--- config.mk ---
export PLATFORM = sky130hd
export DESIGN_NAME = vball_pcm_fetch
export DESIGN_NICKNAME = d
export VERILOG_FILES = /design/src/rtl/vball_pkg.sv /design/src/rtl/vball_pcm_line.sv /design/src/rtl/vball_pcm_fetch.sv
export SDC_FILE = /design/constraint.sdc
export NUM_CORES = 1
export LEC_CHECK = 0
export ABC_AREA = 1
export CORE_ASPECT_RATIO = 1.2
export CORE_MARGIN = 2
export CORE_UTILIZATION = 50
export DETAILED_ROUTE_END_ITERATION = 12
export PLACE_DENSITY = 0.67
export SLEW_MARGIN = 15
export SYNTH_ARGS = -nofsm -noshare
export SYNTH_HDL_FRONTEND = slang
export SYNTH_HIERARCHICAL = 1
export SYNTH_SLANG_ARGS = --single-unit
--- constraint.sdc ---
create_clock -name clk_sys -period 3.45 [get_ports clk_sys]
set_input_delay 0.69 -clock clk_sys [delete_from_list [all_inputs] [get_ports clk_sys]]
set_output_delay 0.69 -clock clk_sys [all_outputs]
set_load 0.02 [all_outputs]
--- src/rtl/vball_pkg.sv ---
// Shared definitions for the PCM ROM fetch buffer: refill state encoding and line geometry.
package vball_pkg;

  typedef enum logic [1:0] {
    ST_IDLE,
    ST_REQ,
    ST_FILL
  } fill_state_t;

  localparam int unsigned LINE_BYTES = 8;
  localparam int unsigned BEATS      = 4;

endpackage

--- src/rtl/vball_pcm_line.sv ---
// One 8-byte PCM line buffer: tag, valid bit, 16-bit beat write port and byte read mux.
module vball_pcm_line
  import vball_pkg::*;
#(
  parameter int unsigned LINE_W = 15
) (
  input  logic              clk_sys,
  input  logic              reset_n,
  input  logic              clear,
  input  logic              wr_en,
  input  logic [1:0]        wr_beat,
  input  logic [15:0]       wr_data,
  input  logic              set_valid,
  input  logic [LINE_W-1:0] set_tag,
  input  logic [2:0]        rd_sel,
  output logic [7:0]        rd_byte,
  output logic [LINE_W-1:0] tag,
  output logic              valid
);

  logic [7:0] mem [LINE_BYTES];

  always_ff @(posedge clk_sys) begin
    if (!reset_n) begin
      valid <= 1'b0;
    end else if (set_valid) begin
      valid <= 1'b1;
    end else if (clear) begin
      valid <= 1'b0;
    end
  end

  always_ff @(posedge clk_sys) begin
    if (set_valid) begin
      tag <= set_tag;
    end
  end

  // Little-endian beats: low byte lands on the even address.
  always_ff @(posedge clk_sys) begin
    if (wr_en) begin
      mem[{wr_beat, 1'b0}] <= wr_data[7:0];
      mem[{wr_beat, 1'b1}] <= wr_data[15:8];
    end
  end

  assign rd_byte = mem[rd_sel];

endmodule

--- src/rtl/vball_pcm_fetch.sv ---
// Two-line PCM ROM fetch buffer between the ADPCM ROM port and SDRAM, with
// sequential next-line prefetch after every demand refill.
module vball_pcm_fetch
  import vball_pkg::*;
#(
  parameter logic [24:0] SD_BASE = 25'h0,
  parameter int unsigned LINE_W  = 15
) (
  input  logic              clk_sys,
  input  logic              reset_n,
  input  logic [LINE_W+2:0] rom_addr,
  output logic [7:0]        rom_data,
  output logic              rom_data_rdy,
  output logic              sd_req,
  output logic [24:0]       sd_addr,
  input  logic              sd_ack,
  input  logic              sd_valid,
  input  logic [15:0]       sd_data
);

  fill_state_t       state, state_nx;
  logic [LINE_W+2:0] addr_q;
  logic              rdy_q;
  logic [7:0]        data_q;
  logic              lru;
  logic              pf_pend, pf_buf;
  logic [LINE_W-1:0] pf_line;
  logic [LINE_W-1:0] tgt_line;
  logic              tgt_buf, tgt_demand;
  logic [1:0]        beat;

  logic [1:0]        valid, hit, hold_q;
  logic [LINE_W-1:0] tag [2];
  logic [7:0]        rd_byte [2];

  logic [LINE_W-1:0] rom_line, addr_line_q, next_pf_line, next_line;
  logic              miss, beat_in, fill_done, start, dem_buf, next_buf, pf_resident;

  always_comb begin
    rom_line     = rom_addr[LINE_W+2:3];
    addr_line_q  = addr_q[LINE_W+2:3];
    for (int unsigned i = 0; i < 2; i++) begin
      hit[i]    = valid[i] && (tag[i] == rom_line);
      hold_q[i] = valid[i] && (tag[i] == addr_line_q);
    end
    miss         = ~|hold_q;
    beat_in      = (state == ST_FILL) && sd_valid;
    fill_done    = beat_in && (beat == 2'(BEATS - 1));
    start        = (state == ST_IDLE) && (state_nx == ST_REQ);
    dem_buf      = hold_q[0] ? 1'b1 : (hold_q[1] ? 1'b0 : lru);
    next_buf     = miss ? dem_buf : pf_buf;
    next_line    = miss ? addr_line_q : pf_line;
    next_pf_line = tgt_line + LINE_W'(1);
    pf_resident  = (valid[0] && (tag[0] == next_pf_line)) ||
                   (valid[1] && (tag[1] == next_pf_line));
  end

  vball_pcm_line #(.LINE_W(LINE_W)) u_b0 (
    .clk_sys   (clk_sys),
    .reset_n   (reset_n),
    .clear     (start && !next_buf),
    .wr_en     (beat_in && !tgt_buf),
    .wr_beat   (beat),
    .wr_data   (sd_data),
    .set_valid (fill_done && !tgt_buf),
    .set_tag   (tgt_line),
    .rd_sel    (rom_addr[2:0]),
    .rd_byte   (rd_byte[0]),
    .tag       (tag[0]),
    .valid     (valid[0])
  );

  vball_pcm_line #(.LINE_W(LINE_W)) u_b1 (
    .clk_sys   (clk_sys),
    .reset_n   (reset_n),
    .clear     (start && next_buf),
    .wr_en     (beat_in && tgt_buf),
    .wr_beat   (beat),
    .wr_data   (sd_data),
    .set_valid (fill_done && tgt_buf),
    .set_tag   (tgt_line),
    .rd_sel    (rom_addr[2:0]),
    .rd_byte   (rd_byte[1]),
    .tag       (tag[1]),
    .valid     (valid[1])
  );

  always_ff @(posedge clk_sys) begin
    if (!reset_n) begin
      state <= ST_IDLE;
    end else begin
      state <= state_nx;
    end
  end

  // A demand miss in IDLE takes priority over (and cancels) a pending prefetch;
  // a burst already past IDLE always runs to completion.
  always_comb begin
    state_nx = state;
    unique case (state)
      ST_IDLE: if (miss || pf_pend) state_nx = ST_REQ;
      ST_REQ:  if (sd_ack)          state_nx = ST_FILL;
      ST_FILL: if (fill_done)       state_nx = ST_IDLE;
      default:                      state_nx = ST_IDLE;
    endcase
  end

  always_comb begin
    sd_req  = (state == ST_REQ);
    sd_addr = SD_BASE + 25'({tgt_line, 3'b000});
  end

  always_ff @(posedge clk_sys) begin
    addr_q <= rom_addr;
    if (!reset_n) begin
      rdy_q   <= 1'b0;
      data_q  <= '0;
      lru     <= 1'b0;
      pf_pend <= 1'b0;
      beat    <= '0;
    end else begin
      rdy_q <= |hit;
      if (|hit) begin
        data_q <= hit[0] ? rd_byte[0] : rd_byte[1];
        lru    <= hit[0];
      end
      if (start) begin
        tgt_line   <= next_line;
        tgt_buf    <= next_buf;
        tgt_demand <= miss;
        pf_pend    <= 1'b0;
      end
      if ((state == ST_REQ) && sd_ack) begin
        beat <= '0;
      end else if (beat_in) begin
        beat <= beat + 2'd1;
      end
      if (fill_done && tgt_demand) begin
        lru     <= ~tgt_buf;
        pf_line <= next_pf_line;
        pf_buf  <= ~tgt_buf;
        pf_pend <= !pf_resident;
      end
    end
  end

  assign rom_data     = data_q;
  assign rom_data_rdy = rdy_q && (rom_addr == addr_q);

endmodule

### Word level (Yosys, flattened, before mapping)

Memories as Yosys holds them, arrays and structs flattened.
Cells that the tools add are included.

* bits of input ports: 38
* word-level logic and storage cells: 88
* output and inout port bits: 35
* register bits after elaboration: 98
* memory bits (writable): 128
* memories kept: 2

* bitwise gates (word level): 2
* add/subtract/negate cells: 2
* reductions and logical operators: 34
* equality and inequality tests: 11
* mux-type cells: 21

Memories
* u_b0.mem: words 8, bits a word 8, read ports 1, clocked after memory_dff 0, write ports 2, RTL line vball_pcm_line.sv:21 `logic [7:0] mem [LINE_BYTES];`
* u_b1.mem: words 8, bits a word 8, read ports 1, clocked after memory_dff 0, write ports 2, RTL line vball_pcm_line.sv:21

Operator list (count)
* $eq A15 B15 Y1: 6
* $eq A18 B18 Y1: 1
* $logic_and A1 B1 Y1: 18
* $add A15 B1 Y15 const B: 1
* $mux W1: 15
* $mux W15: 1
* $mux W8: 1
* $reduce_bool A2 Y1: 4
* $mux W2: 3
* $pmux W2 S3: 1
* $reduce_or A2 Y1: 3
* $eq A2 B1 Y1 const B: 2
* $eq A2 B2 Y1 const B: 2
* $logic_not A1 Y1: 4
* $reduce_and A2 Y1: 2
* $add A2 B1 Y2 const B: 1
* $logic_not A2 Y1: 1
* $logic_or A1 B1 Y1: 2
* $not A1 Y1: 2

### Depth between registers and ports, before layout

Gate-level depths: netlist of run 1.

* word-level depth: 12
* mapped depth: 15
* gate-level depth less buffers: 15

### Modules after synthesis

Netlist of run 1, hierarchy kept.

By module, submodules not included
* vball_pcm_line: area each 3343.2 sq um, cells an instance 304, instances 2
* vball_pcm_fetch: area each 4579.4 sq um, cells an instance 677, instances 1

### Worst setup path after synthesis of run 1

OpenSTA, ideal clock, no wires.

* path kind: input to register
* start point: input sd_valid
* end point: memory u_b0.mem[4][0], enable pin
* stages: 4
* arrival time: 2.106 ns
* slack: 0.934 ns
* buffers on the path: 0
* required time: 3.041 ns
* cells stage by stage: nand3_1 > nor2_1 > inv_1 > nor3_1

RTL lines
* start: declaration: RTL line vball_pcm_fetch.sv:17 `input logic sd_valid,`
* end: declaration: RTL line vball_pcm_line.sv:21

### Worst setup path in the final report of run 1

* start point: input rom_addr[10]
* end point: output rom_data_rdy

* longest elaborated chain between the ends: 2

RTL lines
* start: declaration: RTL line vball_pcm_fetch.sv:11 `input logic [LINE_W+2:0] rom_addr,`
* $eq A18 B18 Y1: RTL line vball_pcm_fetch.sv:148 `assign rom_data_rdy = rdy_q && (rom_addr == addr_q);`
* $logic_and A1 B1 Y1: RTL line vball_pcm_fetch.sv:148
* end: declaration: RTL line vball_pcm_fetch.sv:13 `output logic rom_data_rdy,`

Every way passes these cells.

==> impl_metrics.csv, run 1 <==
group,metric,value,unit
timing,rsz0062_at_grt,"false",
global_routing,grt_pass1_wl,51500,um
min_path,hold_class,"flip-flop to flip-flop",
die,dieArea,23800,sq um
synth,mappedNetlistArea,11300,sq um
synth,netlist_instances,1285,
timing,fin_setup_tns,0,ns
layout,syn_to_final_growth,15.8,%
synth,yosysWarnings,6,
pwr,power_leakage,0.00576,uW
pwr,report.power.total,6280,uW
global_routing,grt_use_total,0.292,
detailed_routing,routedWlPerCell,20.4,um
detailed_routing,drt_wl_total,34100,um
min_path,hold_depth,2,
detailed_routing,num_vias,8893,
clocking,clock_sinks,226,
clocking,cts.clk_slew.worst_paths,0.06,ns
die,fp.dieW,141,um
worst_setup_path,worst_r2r_path_depth,14,
synth,synth_ff_type,"edfxtp_1",
clocking,cts_root_buffer,"clkbuf_16",
timing,fmax,313,MHz
die,die_y,168,um
global_routing,antenna_found_initial,0,
timing,setup_viol,0,
global_routing,grt_max_degree,68,
synth,synth_cell_type_count,45,
timing,slew_violations,0,
layout,nFillCells,1932,
clocking,h-tree-depth,1,
synth,seq_area_frac_synth,0.571,
worst_setup_path,crit_path_end_kind,"output pin",
worst_setup_path,r2r-start,"addr_q[16]",
placed_design,dpl.hpwl,24600,um
synth,ys_ff_latch,226,
worst_setup_path,crit_type,"input pin to output pin",
timing,worst_pin_slew,0.762,ns
worst_setup_path,critPathArrivalTime,2.50,ns
layout,final_cell_mix,"nand2_1, inv_1, edfxtp_1",
die,ios,73,
placed_design,gp_congestion,0.981,
timing,setup_slack,0.258,ns
placed_design,dp_slack,-0.106,ns
timing,maxSlewHeadroom,0.492,
layout,layout_commonest_cell,"nand2_1",
clocking,insertion_delay,0.53,ns
worst_setup_path,r2r-end,"tgt_line[0]",
status,status,"complete, no violations",
clocking,cts_hold_buf,0,
detailed_routing,via_per_inst,5.32,
min_path,hold_path_end,"rom_data[5]",
layout,post-route-util,0.585,
worst_setup_path,start_kind,"input pin",
die,initial_core_util,0.505,
timing,period_minus_slack,3.19,ns
clocking,cts_tree,"built",
die,rows,60,
layout,finalNetCount,1416,
synth,synth_edf_count,191,
placed_design,place_area,12200,sq um
worst_setup_path,rrSetupSlack,0.85,ns
synth,synth.avg_cell_area,8.77,sq um
detailed_routing,drt_iter0_drc,567,
timing,finalClockSkew,0.0189,ns
global_routing,grt_pass1_vias,8751,
clocking,cts_buffers,24,
min_path,min-delay-start,"rom_data[5]",
pwr,peakVddDrop,0.000440,V
timing,report.final.hold_viol_count,0,
timing,post-route-period-util,0.925,
detailed_routing,ant_nets,0,
layout,drive_above_1_share,0.0818,
global_routing,grt_overflow,0,
worst_setup_path,crit_fanout,4,
worst_setup_path,cp.required,2.76,ns
clocking,cts_buffer_depth,3,
placed_design,io_buffers,62,
flow_run,cap_violations,0,
layout,antenna_cells,0,
die,core_area,22300,sq um
detailed_routing,drc,0,
pwr,power_density,481,nW/um^2
detailed_routing,drt_first_pass_iters,5,
synth,synthArstFlopShare,0,
layout,postLayoutCellArea,13000,sq um
cell type report:
cell class	instances	area, sq um	area share
sequential	226	6440	0.493
clock inverter	13	145	0.0111
clock buffer	31	678	0.0520
multi-input combinational	781	3640	0.279
inverter	249	941	0.0721
tap	279	349	0.0268
timing repair buffer	94	853	0.0654
synth_stat cells (3+ instances only):
cell type    n  area (sq um)
edfxtp_1   191          5740
o2111ai_1    3          26.3
nor2_4       6          67.6
a221oi_1     3          26.3
o22ai_1     28           175
buf_2        5          25.0
dfxtp_1     35           701
a21oi_1     23           115
xor2_1      12           105
nand2_2     14          87.6
xnor2_1      4          35.0
nand4_1     10          62.6
nor3_1      18          90.1
inv_1      241           905
o21ai_0     40           200
buf_4       17           128
nand2_1    383          1440
buf_6       14           158
inv_2        4          15.0
o21a_1       3          22.5
nor4_1      10          62.6
o21ai_1      4          20.0
nand3_1    121           606
nor2_1      70           263
what timing repair did:
action,in CTS,in global routing
setup endpoints to repair,1,0
resized for setup,2,0
buffers inserted,0,0
metal layers:
| metal | wire [um] | track usage | up-vias |
|---|---|---|---|
| met5 | 0 | 0 | - |
| met4 | 1720 | 0.135 | 0 |
| met3 | 1500 | 0.0370 | 89 |
| met2 | 18100 | 0.550 | 298 |
| met1 | 12700 | 0.325 | 4180 |
| li1 | - | - | 4326 |
state kept, by name (all words and copies together), names as in the netlist:
| name | count |
|---|---|
| u_b0/mem | 64 |
| rdy_q | 1 |
| rom_data | 8 |
| tgt_demand | 1 |
| u_b1/mem | 64 |
| u_b0/valid | 1 |
| addr_q | 18 |
| pf_pend | 1 |
| u_b1/tag | 15 |
| state | 2 |
| pf_line | 15 |
| tgt_buf | 1 |
| u_b1/valid | 1 |
| beat | 2 |
| lru | 1 |
| tgt_line | 15 |
| pf_buf | 1 |
| u_b0/tag | 15 |
metrics by stage:
stage / hold WS, ns / cells
after floorplan: 0.448 / 1294
after global placement: 0.459 / 1629
after detailed placement: 0.460 / 1629
after CTS: 0.471 / 1673
after global routing: 0.491 / 1673
final: 0.468 / 1673
report_power, final:
part | internal, uW | leakage, uW | total, uW | switching (uW)
clock | 1610 | 0.000409 | 2670 | 1060
combinational | 183 | 0.00334 | 543 | 360
sequential | 3010 | 0.00201 | 3060 | 56.1
worst max path at each step:
stage | start | to | slack [ns] | depth (start not counted)
floorplan | sd_valid | u_b0/mem[4][0] | 0.93 | 4
global placement | rom_addr[16] | rom_data_rdy | -0.11 | 8
detailed placement | rom_addr[16] | rom_data_rdy | -0.11 | 8
CTS | rom_addr[10] | rom_data_rdy | 0.27 | 7
global route | rom_addr[10] | rom_data_rdy | 0.11 | 8
finish | rom_addr[10] | rom_data_rdy | 0.26 | 7
cells by family (layout without fill, tap and decap cells):
kind of cell / count (synthesis) / after routing / share of synthesized area
AND/OR/NAND/NOR: 643 / 643 / 0.246
buffers and inverters: 287 / 387 / 0.112
flip-flops: 226 / 226 / 0.571
AO/OA/AOI/OAI: 110 / 110 / 0.0563
XOR/XNOR: 16 / 16 / 0.0124
adder cells (fa/ha/maj): 2 / 2 / 0.00222
other: 1 / 10 / 0.000333
worst max-delay path, cell delays in order:
cell	delay [ns]
clkdlybuf4s50_1	0.54
nand2_1	0.08
a221oi_1	0.38
buf_4	0.19
nand3_1	0.10
nor2_1	0.18
dlygate4sd2_1	0.35
Note: power is estimated with default switching activity, not from simulation.
==> run 2, diff against run 1 <==
--- a/config.mk
+++ b/config.mk
@@ -8,9 +8,10 @@
 export ABC_AREA = 1
 export CORE_ASPECT_RATIO = 1.2
 export CORE_MARGIN = 2
-export CORE_UTILIZATION = 50
+export CORE_UTILIZATION = 35
+export CTS_CLUSTER_DIAMETER = 150
 export DETAILED_ROUTE_END_ITERATION = 12
-export PLACE_DENSITY = 0.67
+export PLACE_DENSITY = 0.5
 export SLEW_MARGIN = 15
 export SYNTH_ARGS = -nofsm -noshare
 export SYNTH_HDL_FRONTEND = slang
==> impl_metrics.csv, run 2 (synthesis results as in run 1) <==
group,metric,value,unit
status,status,"complete, no violations",
placed_design,place_area,12400,sq um
detailed_routing,num_vias,8790,
global_routing,grt_use_total,0.213,
flow_run,cap_violations,0,
layout,nFillCells,3096,
die,die_y,201,um
worst_setup_path,crit_type,"input pin to output pin",
die,dieArea,33600,sq um
detailed_routing,drt_iter0_drc,662,
detailed_routing,drt_first_pass_iters,5,
placed_design,gp_congestion,0.952,
clocking,h-tree-depth,1,
detailed_routing,routedWlPerCell,19.7,um
global_routing,grt_pass1_wl,54000,um
placed_design,placed_cells,1753,
min_path,hold_class,"flip-flop to flip-flop",
clocking,post-cts-setup-buffers,0,
clocking,insertion_delay,0.55,ns
clocking,clock_sinks,226,
layout,layout_commonest_cell,"nand2_1",
worst_setup_path,cp.depth,9,
worst_setup_path,cp.required,2.76,ns
global_routing,busiest_layer,"met2",
clocking,cts.clk_slew.worst_paths,0.06,ns
pwr,peakVddDrop,0.000405,V
layout,antenna_cells,0,
placed_design,dpl.hpwl,25500,um
worst_setup_path,cp-startpoint,"rom_addr[16]",
global_routing,use_met1,0.246,
worst_setup_path,r2r-end,"tgt_line[1]",
layout,postLayoutCellArea,13200,sq um
worst_setup_path,crit_path_end_kind,"output pin",
die,rows,71,
worst_setup_path,critPathArrivalTime,2.36,ns
worst_setup_path,cpPeakStageDelay,0.60,ns
global_routing,grt_use_met3,0.0268,
die,ios,73,
global_routing,antenna_found_initial,0,
worst_setup_path,worst_r2r_path_depth,13,
global_routing,use_met2,0.383,
layout,finalNetCount,1420,
die,fp.dieW,168,um
worst_setup_path,crit_fanout,3,
detailed_routing,ant_nets,0,
worst_setup_path,endpoint,"rom_data_rdy",
worst_setup_path,rrSetupSlack,0.89,ns
worst_setup_path,crit_family,"buffers and inverters",
worst_setup_path,critPathSlowestCell,"clkdlybuf4s50_1",
timing,post-route-period-util,0.883,
placed_design,io_buffers,62,
timing,setup_viol,0,
pwr,power_density,476,nW/um^2
layout,final_cell_mix,"nand2_1, inv_1, edfxtp_1",
global_routing,grt_pass1_vias,8880,
global_routing,grt_max_degree,68,
global_routing,grt_overflow,0,
layout,finalNonFillerCells,1801,
detailed_routing,drc,0,
worst_setup_path,r2r-start,"addr_q[16]",
layout,drive_above_1_share,0.0829,
timing,report.final.hold_viol_count,0,
pwr,power_leakage,0.00579,uW
worst_setup_path,crit_chain,"clkdlybuf4s50_1, inv_1, nand2_1, o2111ai_1, a221oi_1, buf_4, nand3_1, nor2_1, dlymetal6s2s_1",
timing,worst_pin_slew,0.800,ns
clocking,cts_buffers,26,
die,core_area,31500,sq um
layout,largest_registers,"u_b0/mem x64, u_b1/mem x64, addr_q x18",
timing,fmax,328,MHz
clocking,cts_tree,"built",
worst_setup_path,start_kind,"input pin",
timing,maxSlewHeadroom,0.467,
detailed_routing,via_per_inst,4.88,
die,initial_core_util,0.357,
timing,period_minus_slack,3.05,ns
clocking,cts_buffer_depth,3,
timing,finalClockSkew,0.0251,ns
layout,syn_to_final_growth,17.6,%
timing,rsz0062_at_grt,"false",
detailed_routing,drt_wl_total,35500,um
worst_setup_path,crit_buf_inv,4,
timing,slew_violations,0,
clocking,cts_root_buffer,"clkbuf_16",
==> run 2: changes by cell type in the layout (fill, tap and decap cells not counted), moves of 2 or more <==
| cell | delta |
|---|---|
| clkinv_1 | +4 |
| clkinv_2 | -3 |
| bufinv_16 | -2 |
| clkbuf_8 | +2 |
| dlygate4sd2_1 | -2 |
==> run 2: worst min-delay path by stage <==
stage	from	cells past startpoint	to	slack (ns)
finish	lru	2	lru	0.48
global route	lru	2	lru	0.51
CTS	lru	2	lru	0.48
detailed placement	lru	2	lru	0.47
global placement	lru	2	lru	0.47
floorplan	lru	2	lru	0.45
==> run 2: per-stage QoR <==
step                      TNS (ns)  setup slack, ns  utilization  hold slack, ns  total power [uW]
after floorplan                  0            0.934            -           0.448              3430
after global placement     -0.0132          -0.0132        0.393           0.470              3680
after detailed placement         0           0.0312        0.393           0.474              3670
after CTS                        0           0.0236        0.420           0.483              6380
after global routing             0            0.287        0.420           0.509              6550
final                            0            0.403        0.420           0.479              6300
==> run 2: cell type report <==
type,instances,area [sq um],area share
clock buffers,35,734,0.0555
well taps,401,502,0.0379
inverters,249,941,0.0710
repair buffers,96,886,0.0669
clock inverters,13,100,0.00756
flip-flops and latches,226,6440,0.486
multi-input cells,781,3650,0.275
==> run 2: worst register-to-register path, stage by stage, from the launching register on <==
cell and delay [ns]:
dfxtp_1 0.42, inv_1 0.15, o22ai_1 0.25, a21oi_1 0.09, o2111ai_1 0.16, nor2_1 0.10, nand2_1 0.08, nand2_1 0.07
inv_1 0.15, nor2_1 0.06, nor2_1 0.21, nand2_1 0.11, inv_1 0.06, buf_4 0.29
==> run 2: repair_timing <==
action | CTS | global route
endpoints found under the setup margin | 0 | 1
gates resized for setup | 0 | 1
hold buffers | 0 | 0
==> run 2: routing by layer <==
layer  wire [um]  share of wire  up-vias
met4        2050          0.058        0
met2       18000           0.51      257
met5           0              0        -
met3        1580          0.044       84
li1            -              -     4335
met1       13900           0.39     4114
==> run 2: report_power, final <==
| group | switching, uW | leakage (uW) | internal (uW) |
|---|---|---|---|
| Combinational | 362 | 0.00337 | 184 |
| Clock | 1130 | 0.000406 | 1560 |
| Sequential | 60.1 | 0.00201 | 3010 |
| Total | 1550 | 0.00579 | 4760 |
